[src/rtl/instr_fetch_unit.sv]
// Fetch stage for the MIPS core: holds the PC, fetches one word at a time over a req/ready
// handshake, issues it to the control unit and resolves the next PC from branch/jump flags.
module instr_fetch_unit #(
   parameter logic [31:0] RESET_PC = 32'h0000_0000
) (
   input  logic        clk,
   input  logic        rst_n,
   output logic        imem_req,
   output logic [31:0] imem_addr,
   input  logic        imem_ready,
   input  logic [31:0] imem_rdata,
   input  logic        stall,
   input  logic        branch_f,
   input  logic        jump_f,
   input  logic        alu_zero,
   output logic        instr_valid,
   output logic [31:0] instr,
   output logic [5:0]  op,
   output logic [5:0]  funct,
   output logic [31:0] pc,
   output logic [31:0] pc_plus4,
   output logic [31:0] retired_cnt
);

   typedef enum logic [1:0] {
      IDLE,
      REQ,
      EXEC
   } state_t;

   state_t      state;
   state_t      state_next;
   logic [31:0] next_pc;
   logic [31:0] branch_off;
   logic        retire;

   assign pc_plus4   = pc + 32'd4;
   assign imem_addr  = pc;
   assign op         = instr[31:26];
   assign funct      = instr[5:0];
   assign branch_off = {{14{instr[15]}}, instr[15:0], 2'b00};
   assign retire     = (state == EXEC) && !stall;

   // Jump takes priority over a taken branch; both are relative to pc_plus4.
   always_comb begin
      next_pc = pc_plus4;
      if (jump_f) begin
         next_pc = {pc_plus4[31:28], instr[25:0], 2'b00};
      end else if (branch_f && alu_zero) begin
         next_pc = pc_plus4 + branch_off;
      end
   end

   always_comb begin
      state_next  = state;
      imem_req    = 1'b0;
      instr_valid = 1'b0;
      case (state)
         IDLE: state_next = REQ;
         REQ: begin
            imem_req = 1'b1;
            if (imem_ready) begin
               state_next = EXEC;
            end
         end
         EXEC: begin
            instr_valid = 1'b1;
            if (!stall) begin
               state_next = REQ;
            end
         end
         default: state_next = IDLE;
      endcase
   end

   always_ff @(posedge clk or negedge rst_n) begin
      if (!rst_n) begin
         state <= IDLE;
      end else begin
         state <= state_next;
      end
   end

   // Instruction capture only happens in REQ, so a ready arriving while idle is dropped.
   always_ff @(posedge clk or negedge rst_n) begin
      if (!rst_n) begin
         pc          <= RESET_PC;
         instr       <= 32'h0000_0000;
         retired_cnt <= 32'h0000_0000;
      end else begin
         if ((state == REQ) && imem_ready) begin
            instr <= imem_rdata;
         end
         if (retire) begin
            pc          <= next_pc;
            retired_cnt <= retired_cnt + 32'd1;
         end
      end
   end

endmodule

[config.mk]
export PLATFORM = sky130hd
export DESIGN_NAME = instr_fetch_unit
export DESIGN_NICKNAME = d
export VERILOG_FILES = /design/src/rtl/instr_fetch_unit.sv
export SDC_FILE = /design/constraint.sdc
export NUM_CORES = 1
export LEC_CHECK = 0
export ABC_AREA = 0
export CAP_MARGIN = 20
export CORE_AREA = 4 4 146 148
export DETAILED_ROUTE_END_ITERATION = 7
export DIE_AREA = 0 0 150 152
export HOLD_SLACK_MARGIN = 0.05
export SYNTH_ARGS = -nofsm -noshare
export SYNTH_HDL_FRONTEND = slang
export SYNTH_SLANG_ARGS = --single-unit
[constraint.sdc]
create_clock -name clk -period 3.46 [get_ports clk]
set_clock_uncertainty 0.05 [all_clocks]
set_input_delay 0.692 -clock clk [delete_from_list [all_inputs] [get_ports clk]]
set_output_delay 0.692 -clock clk [all_outputs]
set_load 0.005 [all_outputs]
==> metrics <==
CTS Hold Bufs 0; Initial Util 34.3%; Slew @ Worst Pin 0.805 ns; Main synth FF type dfrtp_1; CP Launch Point imem_addr[3]; count of max-cap constraint violations 0; Area Overhead vs Synth 56.5%; crit end category register; static leakage 4.80 nW; gpl congestion 0.905; Pre-antenna DRT Iters 5; worst hold path type input port to async pin; FMAX 282 MHz; Die Area 22,800 sq um; Startpoint Class register; Sum Neg Setup Slack -0.198 ns; share of layout cells above drive strength 1 27.3%; Core ar. 20,000 sq um; Logic pwr share 71.5%; largest net degree at the start of global routing 56; remaining antenna violation count 0; initial DRC count 243; grt ovf 0; GRT Total Usage 20.5%; CP most frequent cell a21o_1; Critical Path RT 3.64 ns; Port Buf Inserts 206; fin crit period 3.55 ns; Layout Cells excl Fill 1,343; worst skew pair latency 0.36 ns; # setup viols final 3; Total Nets Final 1,145; delay-heaviest family, CP simple AND/OR/NAND/NOR gates; CP Class register to register; final max-slew violation count 0; period utilisation layout 103%; Routed Wire Length 23,800 um; crit-path max cell delay 0.56 ns; setup ws final -0.0909 ns; Sequential Power Share 18.5%; slowest cell on the critical path or4b_4; sequential element share of the synthesized area 34.9%; Synth Register Bits 96; crit path DAT 3.73 ns; Yosys warnings 0; Core Util, Final 53.7%; FFs w/ async S/R, synth 100%; first-pass GRT wire length 37,300 um; RSZ-0062 raised after global routing true; fillcell total 1,883; Max FO, Critical Path 5; # diodes 0; Num CTS Buffers 9; number of global-route vias before repair 6,918; failing checks negative setup slack; die width 150 um; # DRC 0; number of synthesized flops with an enable pin 0; worst-path cell chain ha_4 > nand4_1 > nor3_2 > and3_4 > nand2_1 > xnor2_2 > ha_4 > a21o_1 > a21o_1 > a21oi_2 > nand2_1 > or4b_4 > a21o_1 > a31oi_2 > xnor2_1 > o21ai_1; Yosys cell types 71; P_sw 0.00442 W; site row count 52; htree depth 3; status finished, violations left; sw frac 41.4%; placed insts 1,310; Worst-path clk slew 0.09 ns; Root Driver clkbuf_16; Final HPWL DP 18,200 um; Ports 213; Synth Cell Area 6880 sq um; Clk pwr share 10.0%; Int Pwr 0.00627 W; CTS tree yes; vias per inst 5.06; crit path buf inv count 0; Syn Area/Cell 9.02 sq um; CTS Buffer Depth 2; Peak VDD IR 0.000500 V; vias post-DR 6,801; Avg WL per Cell 17.7 um; worst r2r src imem_addr[3]; Clock Sink Count 96; Syn Inst Count 763; Fin. Hold Viols 0; PD cells 993 nW/um^2; antenna violations before repair 0; Slew HR 46.3%; Die Ht 152 um
-- synth_stat cells (all sizes together) (3+ instances only) --
| cell | n | area share (%) |
|---|---|---|
| dfrtp | 96 | 35 |
| nand2 | 94 | 5.1 |
| xnor2 | 54 | 7.0 |
| buf | 53 | 5.7 |
| nor2 | 50 | 2.8 |
| o21ai | 47 | 3.4 |
| a21oi | 45 | 3.3 |
| nand3 | 38 | 3.1 |
| ha | 37 | 6.7 |
| mux2 | 33 | 5.4 |
| xor2 | 25 | 3.2 |
| a21o | 21 | 2.3 |
| clkbuf | 21 | 1.1 |
| and3 | 18 | 1.7 |
| nor3 | 16 | 1.3 |
| nand4 | 10 | 0.91 |
| or3 | 9 | 0.89 |
| inv | 8 | 0.44 |
| nor2b | 8 | 0.73 |
| o211ai | 7 | 0.76 |
| a211oi | 6 | 0.65 |
| a31oi | 6 | 0.73 |
| nand2b | 6 | 0.55 |
| o21a | 6 | 0.65 |
| o22ai | 5 | 0.55 |
| o311ai | 5 | 0.64 |
| o41ai | 5 | 0.75 |
| and2 | 4 | 0.36 |
| a311oi | 3 | 0.38 |
-- sequential cells by signal (all words and copies together) (netlist names) --
name         cells
instr           32
retired_cnt     32
imem_addr       30
state            2
-- cell type report --
type | count | area [sq um] | area share, %
Inverter | 9 | 33.8 | 0.314
Clock buffer | 9 | 225 | 2.09
Tap cell | 270 | 338 | 3.14
Sequential cell | 96 | 2400 | 22.3
Timing Repair Buffer | 363 | 3280 | 30.5
Clock inverter | 7 | 78.8 | 0.732
Multi-Input combinational cell | 589 | 4410 | 40.9
-- repair_timing --
item                       in CTS  in global routing
hold endpoints to repair        0                  0
pin swaps                      18                 20
resized for setup              23                 57
buffers inserted                8                  9
setup endpoints to repair      19                 24
-- cells by family (layout without fill, tap and decap cells) --
family | Yosys count | count (layout) | synth area share, %
muxes | 34 | 34 | 5.55
xor gates and xnor gates | 79 | 79 | 10.2
and+or+nand+nor | 262 | 262 | 18.8
AOI/OAI and AO/OA | 170 | 170 | 16.1
adders and majority gates | 38 | 38 | 7.02
DFF | 96 | 96 | 34.9
buffers and inverters | 83 | 388 | 7.38
other | 1 | 6 | 0.0545
-- placed cells by master, fill, tap and decap left out, types with 6 or more instances in the layout --
master,instances
o21ai_1,10
xor2_1,19
nor3_1,11
inv_1,8
nand4_1,10
nand2_1,88
xor2_2,6
clkbuf_16,9
nor2_1,47
a21oi_1,35
nand3_1,31
conb_1,6
clkdlybuf4s50_1,197
xnor2_2,10
o211ai_1,7
a21o_1,21
or3_1,8
buf_4,155
o21a_1,6
a21oi_2,10
mux2_2,33
ha_1,30
o21ai_0,36
nor2b_1,8
xnor2_1,43
dfrtp_1,96
nand3_2,6
and3_1,13
-- worst paths after layout --
path	endpoint	slack [ns]	cells past startpoint
setup / recovery	imem_addr[31]	-0.09	16
hold / removal	retired_cnt[18]	0.29	1
setup reg to reg	imem_addr[31]	-0.09	16
hold reg to reg	retired_cnt[31]	0.42	1
max in group asynchronous	imem_addr[15]	2.36	2
min in group clk	retired_cnt[31]	0.42	1
-- through the flow --
stage / power (W) / instance area [sq um] / hold WS, ns / setup WS (ns)
after floorplan: 0.00555 / 6970 / 0.346 / -0.169
after global placement: 0.00898 / 9960 / 0.409 / -0.116
after detailed placement: 0.00901 / 9960 / 0.415 / -0.179
after CTS: 0.0103 / 10400 / 0.305 / -0.0984
after global routing: 0.0115 / 10800 / 0.332 / -0.266
final: 0.0107 / 10800 / 0.287 / -0.0909
-- power groups by stage --
stage          registers [W]  logic, W  clock network, W
6_report             0.00198   0.00764           0.00107
2_1_floorplan        0.00199   0.00356                 0
4_1_cts              0.00196   0.00721           0.00109
5_1_grt              0.00205   0.00830           0.00114
3_5_place_dp         0.00197   0.00704                 0
3_3_place_gp         0.00196   0.00702                 0
-- per-layer routing --
metal  vias to the layer above  share of wire, %  track usage [%]
met5                         -                 0                0
met4                         0               2.6             6.32
met3                        39               6.9             5.15
met2                       247                48             33.8
met1                      3248                42             26.3
li1                       3267                 -                -
Note: power is estimated with default switching activity, not from simulation.
